### src/rtl/rename_multi_pkg.sv
// Shared types for the multi-issue rename table: register operand encoding,
// map entry layout and active-low enable levels.
`ifndef RobDepth
`define RobDepth 16
`endif

package rename_multi_pkg;

  typedef enum logic {
    TYPE_GPR = 1'b0,
    TYPE_FPR = 1'b1
  } regtype_t;

  typedef struct packed {
    regtype_t   regtype;
    logic [4:0] num;
  } RegFile_t;

  localparam int REN_TAG_W = $clog2(`RobDepth);

  typedef struct packed {
    logic                 busy;
    logic [REN_TAG_W-1:0] tag;
  } RenEntry_t;

  localparam logic Enable_  = 1'b0;
  localparam logic Disable_ = 1'b1;

endpackage

### src/rtl/rename_bypass.sv
// Per-lane source resolution: youngest older lane in the group writing the
// source wins, otherwise the map entry, masked by a same-cycle commit.
module rename_bypass
  import rename_multi_pkg::*;
#(
  parameter int DEC_WIDTH = 2,
  parameter int COM_WIDTH = 2,
  parameter int ROB       = 4,
  parameter int LANE      = 0
) (
  input  RegFile_t             src,
  input  logic                 src_ok,
  input  RenEntry_t            entry,
  input  logic [DEC_WIDTH-1:0] dec_e_,
  input  logic [DEC_WIDTH-1:0] dec_invalid,
  input  RegFile_t             dec_rd     [DEC_WIDTH],
  input  logic [ROB-1:0]       dec_rob_id [DEC_WIDTH],
  input  logic [COM_WIDTH-1:0] commit_e_,
  input  logic [ROB-1:0]       com_rob_id [COM_WIDTH],
  output logic                 busy,
  output logic [ROB-1:0]       rob
);

  logic           grp_hit;
  logic [ROB-1:0] grp_tag;
  logic           com_hit;

  always_comb begin
    grp_hit = 1'b0;
    grp_tag = '0;
    // ascending scan so the youngest matching older lane is the last to write
    for (int j = 0; j < DEC_WIDTH; j++) begin
      if (j < LANE && dec_e_[j] == Enable_ && !dec_invalid[j] && dec_rd[j] == src) begin
        grp_hit = 1'b1;
        grp_tag = dec_rob_id[j];
      end
    end
    com_hit = 1'b0;
    for (int k = 0; k < COM_WIDTH; k++) begin
      if (commit_e_[k] == Enable_ && com_rob_id[k] == ROB'(entry.tag)) com_hit = 1'b1;
    end
  end

  always_comb begin
    busy = 1'b0;
    rob  = '0;
    if (src_ok) begin
      if (grp_hit) begin
        busy = 1'b1;
        rob  = grp_tag;
      end else if (entry.busy && !com_hit) begin
        busy = 1'b1;
        rob  = ROB'(entry.tag);
      end
    end
  end

endmodule

### src/rtl/rename_multi.sv
// Multi-issue register rename table: arch-reg -> ROB-ID map with commit and
// flush clearing. Define RENAME_FPR_EN to add a second bank renaming FPRs.
`ifndef RobDepth
`define RobDepth 16
`endif

module rename_multi
  import rename_multi_pkg::*;
#(
  parameter int ROB_DEPTH = `RobDepth,
  parameter int ROB       = $clog2(ROB_DEPTH),
  parameter int DEC_WIDTH = 2,
  parameter int COM_WIDTH = 2
) (
  input  logic                 clk,
  input  logic                 reset,
  input  logic [DEC_WIDTH-1:0] dec_e_,
  input  logic [DEC_WIDTH-1:0] dec_invalid,
  input  RegFile_t             dec_rd       [DEC_WIDTH],
  input  RegFile_t             dec_rs1      [DEC_WIDTH],
  input  RegFile_t             dec_rs2      [DEC_WIDTH],
  input  logic [ROB-1:0]       dec_rob_id   [DEC_WIDTH],
  input  logic [COM_WIDTH-1:0] commit_e_,
  input  logic [ROB-1:0]       com_rob_id   [COM_WIDTH],
  input  logic                 flush,
  output logic [DEC_WIDTH-1:0] ren_e_,
  output logic [DEC_WIDTH-1:0] ren_rs1_busy,
  output logic [DEC_WIDTH-1:0] ren_rs2_busy,
  output logic [ROB-1:0]       ren_rs1_rob  [DEC_WIDTH],
  output logic [ROB-1:0]       ren_rs2_rob  [DEC_WIDTH],
  output RegFile_t             ren_rd       [DEC_WIDTH],
  output logic [ROB-1:0]       ren_rob_id   [DEC_WIDTH]
);

`ifdef RENAME_FPR_EN
  localparam int MAP_ENTRIES = 64;
`else
  localparam int MAP_ENTRIES = 32;
`endif
  localparam int IDX_W = $clog2(MAP_ENTRIES);

  function automatic logic [IDX_W-1:0] map_idx(input RegFile_t r);
`ifdef RENAME_FPR_EN
    return {r.regtype == TYPE_FPR, r.num};
`else
    return r.num;
`endif
  endfunction

  function automatic logic renamable(input RegFile_t r);
`ifdef RENAME_FPR_EN
    return (r.regtype == TYPE_FPR) || (r.num != 5'd0);
`else
    return (r.regtype == TYPE_GPR) && (r.num != 5'd0);
`endif
  endfunction

  RenEntry_t            map_q [MAP_ENTRIES];
  RenEntry_t            map_d [MAP_ENTRIES];
  logic [DEC_WIDTH-1:0] alloc;
  logic [DEC_WIDTH-1:0] rs1_busy, rs2_busy;
  logic [ROB-1:0]       rs1_rob [DEC_WIDTH];
  logic [ROB-1:0]       rs2_rob [DEC_WIDTH];

  always_comb begin
    for (int i = 0; i < DEC_WIDTH; i++)
      alloc[i] = (dec_e_[i] == Enable_) && !dec_invalid[i] && renamable(dec_rd[i]);
  end

  // commits clear first so a same-cycle allocate to the same register wins
  always_comb begin
    map_d = map_q;
    for (int e = 0; e < MAP_ENTRIES; e++) begin
      for (int k = 0; k < COM_WIDTH; k++) begin
        if (commit_e_[k] == Enable_ && map_q[e].busy && ROB'(map_q[e].tag) == com_rob_id[k])
          map_d[e].busy = 1'b0;
      end
    end
    for (int i = 0; i < DEC_WIDTH; i++) begin
      if (alloc[i]) map_d[map_idx(dec_rd[i])] = '{busy: 1'b1, tag: REN_TAG_W'(dec_rob_id[i])};
    end
  end

  always_ff @(posedge clk) begin
    if (reset || flush) begin
      for (int e = 0; e < MAP_ENTRIES; e++) map_q[e] <= '0;
    end else begin
      map_q <= map_d;
    end
  end

  for (genvar g = 0; g < DEC_WIDTH; g++) begin : g_lane
    rename_bypass #(
      .DEC_WIDTH(DEC_WIDTH), .COM_WIDTH(COM_WIDTH), .ROB(ROB), .LANE(g)
    ) u_rs1 (
      .src(dec_rs1[g]), .src_ok(renamable(dec_rs1[g])), .entry(map_q[map_idx(dec_rs1[g])]),
      .dec_e_(dec_e_), .dec_invalid(dec_invalid), .dec_rd(dec_rd), .dec_rob_id(dec_rob_id),
      .commit_e_(commit_e_), .com_rob_id(com_rob_id),
      .busy(rs1_busy[g]), .rob(rs1_rob[g])
    );
    rename_bypass #(
      .DEC_WIDTH(DEC_WIDTH), .COM_WIDTH(COM_WIDTH), .ROB(ROB), .LANE(g)
    ) u_rs2 (
      .src(dec_rs2[g]), .src_ok(renamable(dec_rs2[g])), .entry(map_q[map_idx(dec_rs2[g])]),
      .dec_e_(dec_e_), .dec_invalid(dec_invalid), .dec_rd(dec_rd), .dec_rob_id(dec_rob_id),
      .commit_e_(commit_e_), .com_rob_id(com_rob_id),
      .busy(rs2_busy[g]), .rob(rs2_rob[g])
    );
  end

  always_ff @(posedge clk) begin
    if (reset) begin
      ren_e_       <= {DEC_WIDTH{Disable_}};
      ren_rs1_busy <= '0;
      ren_rs2_busy <= '0;
      for (int i = 0; i < DEC_WIDTH; i++) begin
        ren_rs1_rob[i] <= '0;
        ren_rs2_rob[i] <= '0;
        ren_rd[i]      <= '0;
        ren_rob_id[i]  <= '0;
      end
    end else begin
      ren_e_       <= flush ? {DEC_WIDTH{Disable_}} : dec_e_;
      ren_rs1_busy <= flush ? '0 : rs1_busy;
      ren_rs2_busy <= flush ? '0 : rs2_busy;
      for (int i = 0; i < DEC_WIDTH; i++) begin
        ren_rs1_rob[i] <= flush ? '0 : rs1_rob[i];
        ren_rs2_rob[i] <= flush ? '0 : rs2_rob[i];
        ren_rd[i]      <= dec_rd[i];
        ren_rob_id[i]  <= dec_rob_id[i];
      end
    end
  end

endmodule

### config.mk
export PLATFORM = sky130hd
export DESIGN_NAME = rename_multi
export DESIGN_NICKNAME = d
export VERILOG_FILES = /design/src/rtl/rename_multi_pkg.sv /design/src/rtl/rename_bypass.sv /design/src/rtl/rename_multi.sv
export SDC_FILE = /design/constraint.sdc
export NUM_CORES = 1
export LEC_CHECK = 0
export CAP_MARGIN = 15
export CORE_MARGIN = 2
export CORE_UTILIZATION = 41
export DETAILED_ROUTE_END_ITERATION = 16
export PLACE_DENSITY = 0.7
export SKIP_CTS_REPAIR_TIMING = 1
export SYNTH_ARGS = -nofsm -noshare
export SYNTH_HDL_FRONTEND = slang
export SYNTH_HIERARCHICAL = 1
export SYNTH_SLANG_ARGS = --single-unit
### constraint.sdc
create_clock -name clk -period 3.3 [get_ports clk]
set_input_delay 0.495 -clock clk [delete_from_list [all_inputs] [get_ports clk]]
set_output_delay 0.495 -clock clk [all_outputs]
set_load 0.05 [all_outputs]
## After elaboration in Yosys (flattened, before gate mapping)

Index checks and enable logic that the tools add are counted.

- Equality and inequality tests: 74
- Multiplexer cells: 106
- Order comparisons: 8
- Bitwise logic cells: 22
- Reductions and logical operators: 174

Operators with widths:

| kind | count |
|---|---|
| 160-bit bitwise mux | 2 |
| 160-bit 2-to-1 mux | 2 |
| 4-bit == test | 72 |
| 1-bit logical AND | 154 |
| 5-bit binary-select mux with 5-bit select | 4 |
| 1-bit 2-to-1 mux | 80 |
| 5-bit demux with 5-bit select | 2 |
| 5-bit 2-to-1 mux | 10 |
| 6-bit >= comparator, second input constant | 6 |
| 5-bit inverter with 6-bit output | 6 |
| 5-bit nonzero test | 6 |
| 4-bit 2-to-1 mux | 6 |
| 1-bit inverter | 16 |
| 6-bit == test | 2 |
| 6-bit by 1-bit less-than comparator with 1-bit output, second input constant | 2 |
| 3-bit OR reduction | 4 |
| 4-bit OR reduction | 2 |
| 1-bit zero test | 6 |
| 2-bit OR reduction | 1 |
| 1-bit logical OR | 1 |

- Flip-flop bits (word level): 202
- Input bits: 61
- Output and inout bits: 42
- Logic and storage cells: 463

## Logic depth before layout (Yosys ltp)

- Depth in word-level cells: 12
- Gate-level depth with buffers: 14
- Depth with buffers taken out: 10

## Cells and area by module

The synthesis kept the hierarchy.

Modules (own cells, without submodules):

| module | area each (µm²) | cells each | instances | sequential area each (µm²) |
|---|---|---|---|---|
| rename_multi | 16,922.5 | 1,790 | 1 | 4,043.9 |
| rename_bypass (g_lane[1].u_rs1 ...) | 260.2 | 35 | 2 | 0.0 |
| rename_bypass (g_lane[0].u_rs1 ...) | 147.6 | 21 | 2 | 0.0 |

## Worst setup path before layout

OpenSTA, ideal clock, no wires.

- Path kind: in2reg
- From: input port dec_rs1[0] (netlist bit)
- To: register ren_rs1_rob[0] (netlist bit)
- Buffers on the path: 4
- Setup slack: 27 ps
- Stages on the path: 12
- Data required time: 3,185 ps
- Data arrival time: 3,158 ps
- Library setup time: 115 ps
- Cells stage by stage: buf_2 buf_2 buf_4 buf_2 nand3b_1 o22ai_1 nor4_1 xnor2_1 nand3_1 o311a_1 a32o_1 and2_1

- Word-level cells in the longest chain between the ends: 12
- Elaborated cells between the ends (all ways): 22
- Classes of those cells: eq/ne (3); mux (9); bitwise (2); reduce/logical (8)

RTL lines:

| item | RTL line | text |
|---|---|---|
| start, declared | rename_multi.sv:20 | `input RegFile_t dec_rs1 [DEC_WIDTH],` |
| 5-bit inverter with 6-bit output (implied by the code) | rename_multi.sv:96 | `.src(dec_rs1[g]), .src_ok(renamable(dec_rs1[g])), .entry(map_q[map_idx(dec_rs1[g])]),` |
| 5-bit binary-select mux with 5-bit select | rename_multi.sv:96 |  |
| 5-bit 2-to-1 mux (implied by the code) (2 in a row) | rename_multi.sv:96 |  |
| 4-bit == test | rename_bypass.sv:40 | `if (commit_e_[k] == Enable_ && com_rob_id[k] == ROB'(entry.tag)) com_hit = 1'b1;` |
| 1-bit logical AND | rename_bypass.sv:40 |  |
| 1-bit 2-to-1 mux (2 in a row) | rename_bypass.sv:40 |  |
| 1-bit zero test | rename_bypass.sv:51 | `end else if (entry.busy && !com_hit) begin` |
| 1-bit logical AND | rename_bypass.sv:51 |  |
| 4-bit 2-to-1 mux | rename_bypass.sv:51 |  |
| 4-bit 2-to-1 mux | rename_bypass.sv:48 | `if (grp_hit) begin` |
| end signal, assigned by index | rename_multi.sv:127 | `ren_rs1_rob[i] <= flush ? '0 : rs1_rob[i];` |
| end, declared | rename_multi.sv:29 | `output logic [ROB-1:0] ren_rs1_rob [DEC_WIDTH],` |

Parallel ways exist; a longest one is shown, timed or not. The select of a mux whose other input is x is not followed.
A chain may end at the register's enable or synchronous reset.

## Worst setup path in the final report

- From: input port dec_rs2[1] (netlist bit)
- To: register ren_rs2_rob[3] (netlist bit)

- Word-level cells in the longest chain between the ends: 12
- Elaborated cells between the ends (all ways): 22
- Classes of those cells: eq/ne (3); mux (9); bitwise (2); reduce/logical (8)

RTL lines:

| item | RTL line | text |
|---|---|---|
| start, declared | rename_multi.sv:21 | `input RegFile_t dec_rs2 [DEC_WIDTH],` |
| 5-bit inverter with 6-bit output (implied by the code) | rename_multi.sv:104 | `.src(dec_rs2[g]), .src_ok(renamable(dec_rs2[g])), .entry(map_q[map_idx(dec_rs2[g])]),` |
| 5-bit binary-select mux with 5-bit select | rename_multi.sv:104 |  |
| 5-bit 2-to-1 mux (implied by the code) (2 in a row) | rename_multi.sv:104 |  |
| 4-bit == test | rename_bypass.sv:40 |  |
| 1-bit logical AND | rename_bypass.sv:40 |  |
| 1-bit 2-to-1 mux (2 in a row) | rename_bypass.sv:40 |  |
| 1-bit zero test | rename_bypass.sv:51 |  |
| 1-bit logical AND | rename_bypass.sv:51 |  |
| 4-bit 2-to-1 mux | rename_bypass.sv:51 |  |
| 4-bit 2-to-1 mux | rename_bypass.sv:48 |  |
| end signal, assigned by index | rename_multi.sv:128 | `ren_rs2_rob[i] <= flush ? '0 : rs2_rob[i];` |
| end, declared | rename_multi.sv:30 | `output logic [ROB-1:0] ren_rs2_rob [DEC_WIDTH],` |

Parallel ways exist; a longest one is shown, timed or not. The select of a mux whose other input is x is not followed.

==> flow_summary.toml <==
[die]
initial_core_util = 0.414
fp.coreArea_sq_um = 42900
fp.dieW_um = 212
die_y_um = 212
pin_count = 103
rows = 76
die_area_sq_um = 44900

[sta]
worstMarginPinSlew_ps = 863
fmax_ghz = 0.336
fin_setup_tns_ps = 0
timing.slew.headroom = 0.425
rsz0062_at_grt = "false"
slew_violations = 0
hold_ws_ps = 560
fin_crit_sh = 0.902
finalHoldViolations = 0
layout_min_cycle_time_ps = 2980
clock_skew_ps = 8.19
finalSetupViolations = 0

[synth]
synth_seq_cells = 202
synth-main-ff-cell = "dfxtp_1"
synthTopCellsByCount = "dfxtp_1 (202), mux2i_1 (174), xnor2_1 (150), xor2_1 (144), mux4_2 (143)"
synthTopCellsByArea = "dfxtp_1 (23%), mux4_2 (18%), mux2i_1 (9.8%)"
synth_edf_count = 0
avgSynthCellArea_sq_um = 9.33
synth_cell_types = 65
synth.cell_area_sq_um = 17700
yosysMostFrequentCell = "dfxtp_1"
synth_largest_area_cell = "dfxtp_1"
yosysTopAreaCellShare = 0.228
syn_nets = 1963
syn_inst = 1902
async_flop_share = 0
ys_seq_area_frac = 0.228
yosysWarnings = 6

[place]
placedCellCount = 2553
io_buffers = 102
gp_congestion = 1.04
dp_hpwl_um = 54600

[worst_hold_path]
hold_class = "reg2reg"

[drt]
drtAntennaViolNets = 0
wl_per_cell_um = 28.9
via_count = 17200
drtIter0Drc = 2253
drc = 0
drt-total-wl_um = 75200
vias_per_cell = 6.62
dr.pass1.iters = 6

[cells_and_area]
register_area_sq_um = 4040
num-fill-cells = 3916
fin_cells = 2600
drive_gt1_frac = 0.204
nets = 2056
multi_input_area_sq_um = 12800
areaGrowthSynthToFinish_pct = 18.4

[grt]
grt.overflow.total = 0
antenna_found_initial = 1
grt_first_pass_wirelength_um = 112000
grt_max_degree = 125
grt_pass1_vias = 16500
grt_usage = 0.334

[power_and_ir_drop]
vdd_drop_max_mv = 0.333
power.density_nw_per_um2 = 314
power_mw = 6.59
p_leak_nw = 7.85

[critical_path]
worstSetupEndpointType = "flip-flop"
worstPathRequired_ps = 3750
arrival_ps = 3430
crit_fanout = 11
worstSetupPathType = "in2reg"
cp-start-kind = "input port"

[clock_tree]
htree_levels = 1
cts.sinks = 202
worst_setup_hold_path_clk_slew_ps = 60
clk_latency_ps = 560
clockRootBuffer = "clkbuf_16"
clock_path_buffers = 3
cts_tree = "built"
cts_buffers = 25

[run]
maxCapViolations = 0

[outcome]
status = "finished clean"
## cell type report
cell class                      count  area share
Inverter                           14     0.00250
Antenna cell                        1    0.000119
Tap cell                          585      0.0349
Clock buffer                       36      0.0346
Timing Repair Buffer              279       0.121
Sequential cell                   202       0.193
Clock inverter                     10     0.00405
Multi-Input combinational cell   1473       0.610
## sequential cells by signal, summed over array words and instances, names as in the netlist
signal,count
map_q,160
ren_rs2_rob,8
ren_e_,2
ren_rs1_rob,8
ren_rob_id,8
ren_rs1_busy,2
ren_rd,12
ren_rs2_busy,2
## critical path, stage by stage
cell and delay [ps]:
clkdlybuf4s50_1 510, buf_12 150, buf_4 190, mux4_2 560, a22oi_1 240, a21oi_1 190, xnor2_1 200, nand3_1 100
o311a_1 410, a32o_1 230, and2_1 130
## power by group
group          internal (mW)  switching (mW)  total (mW)
registers               2.46          0.0157        2.47
clock network           1.60            1.15        2.76
logic                  0.526           0.832        1.36
total                   4.59            2.00        6.59
## final timing paths
check                                 from              to  slack [ps]  cells after the start
worst max-delay path            dec_rs2[1]  ren_rs2_rob[3]         320                     11
worst min-delay path             map_q[84]       map_q[84]         560                      2
worst max register to register   map_q[60]  ren_rs2_rob[7]         370                      9
worst min register to register   map_q[84]       map_q[84]         560                      2
## metal layers
layer | wire (um) | vias to the layer above | global-route usage
li1 | - | 7310 | -
met1 | 29000 | 8441 | 0.437
met2 | 33700 | 1201 | 0.525
met3 | 8130 | 263 | 0.0645
met4 | 4370 | 0 | 0.171
met5 | 0 | - | 0
## cells in the final DEF (no fill, tap or decap), types with 7 or more instances in the layout
master,n
o221ai_1,17
clkbuf_16,25
dfxtp_1,202
buf_4,156
and4_1,7
nand4_1,12
a21oi_1,122
nand3_1,75
xnor2_1,150
buf_2,15
and2_1,26
o21ai_0,92
nand3b_1,7
mux2i_1,174
a22oi_1,10
clkdlybuf4s50_1,87
inv_1,14
or3_1,13
o21a_1,20
a32o_1,12
nand2_1,51
o31ai_1,13
a211oi_1,36
o41ai_1,7
nor3_1,37
a31oi_1,9
nor2b_1,33
o31a_1,18
buf_12,21
and3_1,8
a41oi_1,18
nand2b_1,11
xor2_1,144
or2_2,7
mux4_2,143
nor2_1,97
o22ai_1,17
## kinds of logic after synthesis
family,after synthesis,synth area share
and+or+nand+nor,438,0.138
xor gates and xnor gates,294,0.145
DFF,202,0.228
buffers and inverters,227,0.0514
AOI/OAI and AO/OA,422,0.157
muxes,319,0.281
## through the flow
stage	utilization	area, sq um	setup WS (ps)
6_report	0.490	21000	323
5_1_grt	0.489	21000	247
2_1_floorplan	-	17700	26.7
4_1_cts	0.489	21000	372
3_5_place_dp	0.471	20200	-184
3_3_place_gp	0.471	20200	-144
Note: power is estimated with default switching activity, not from simulation.
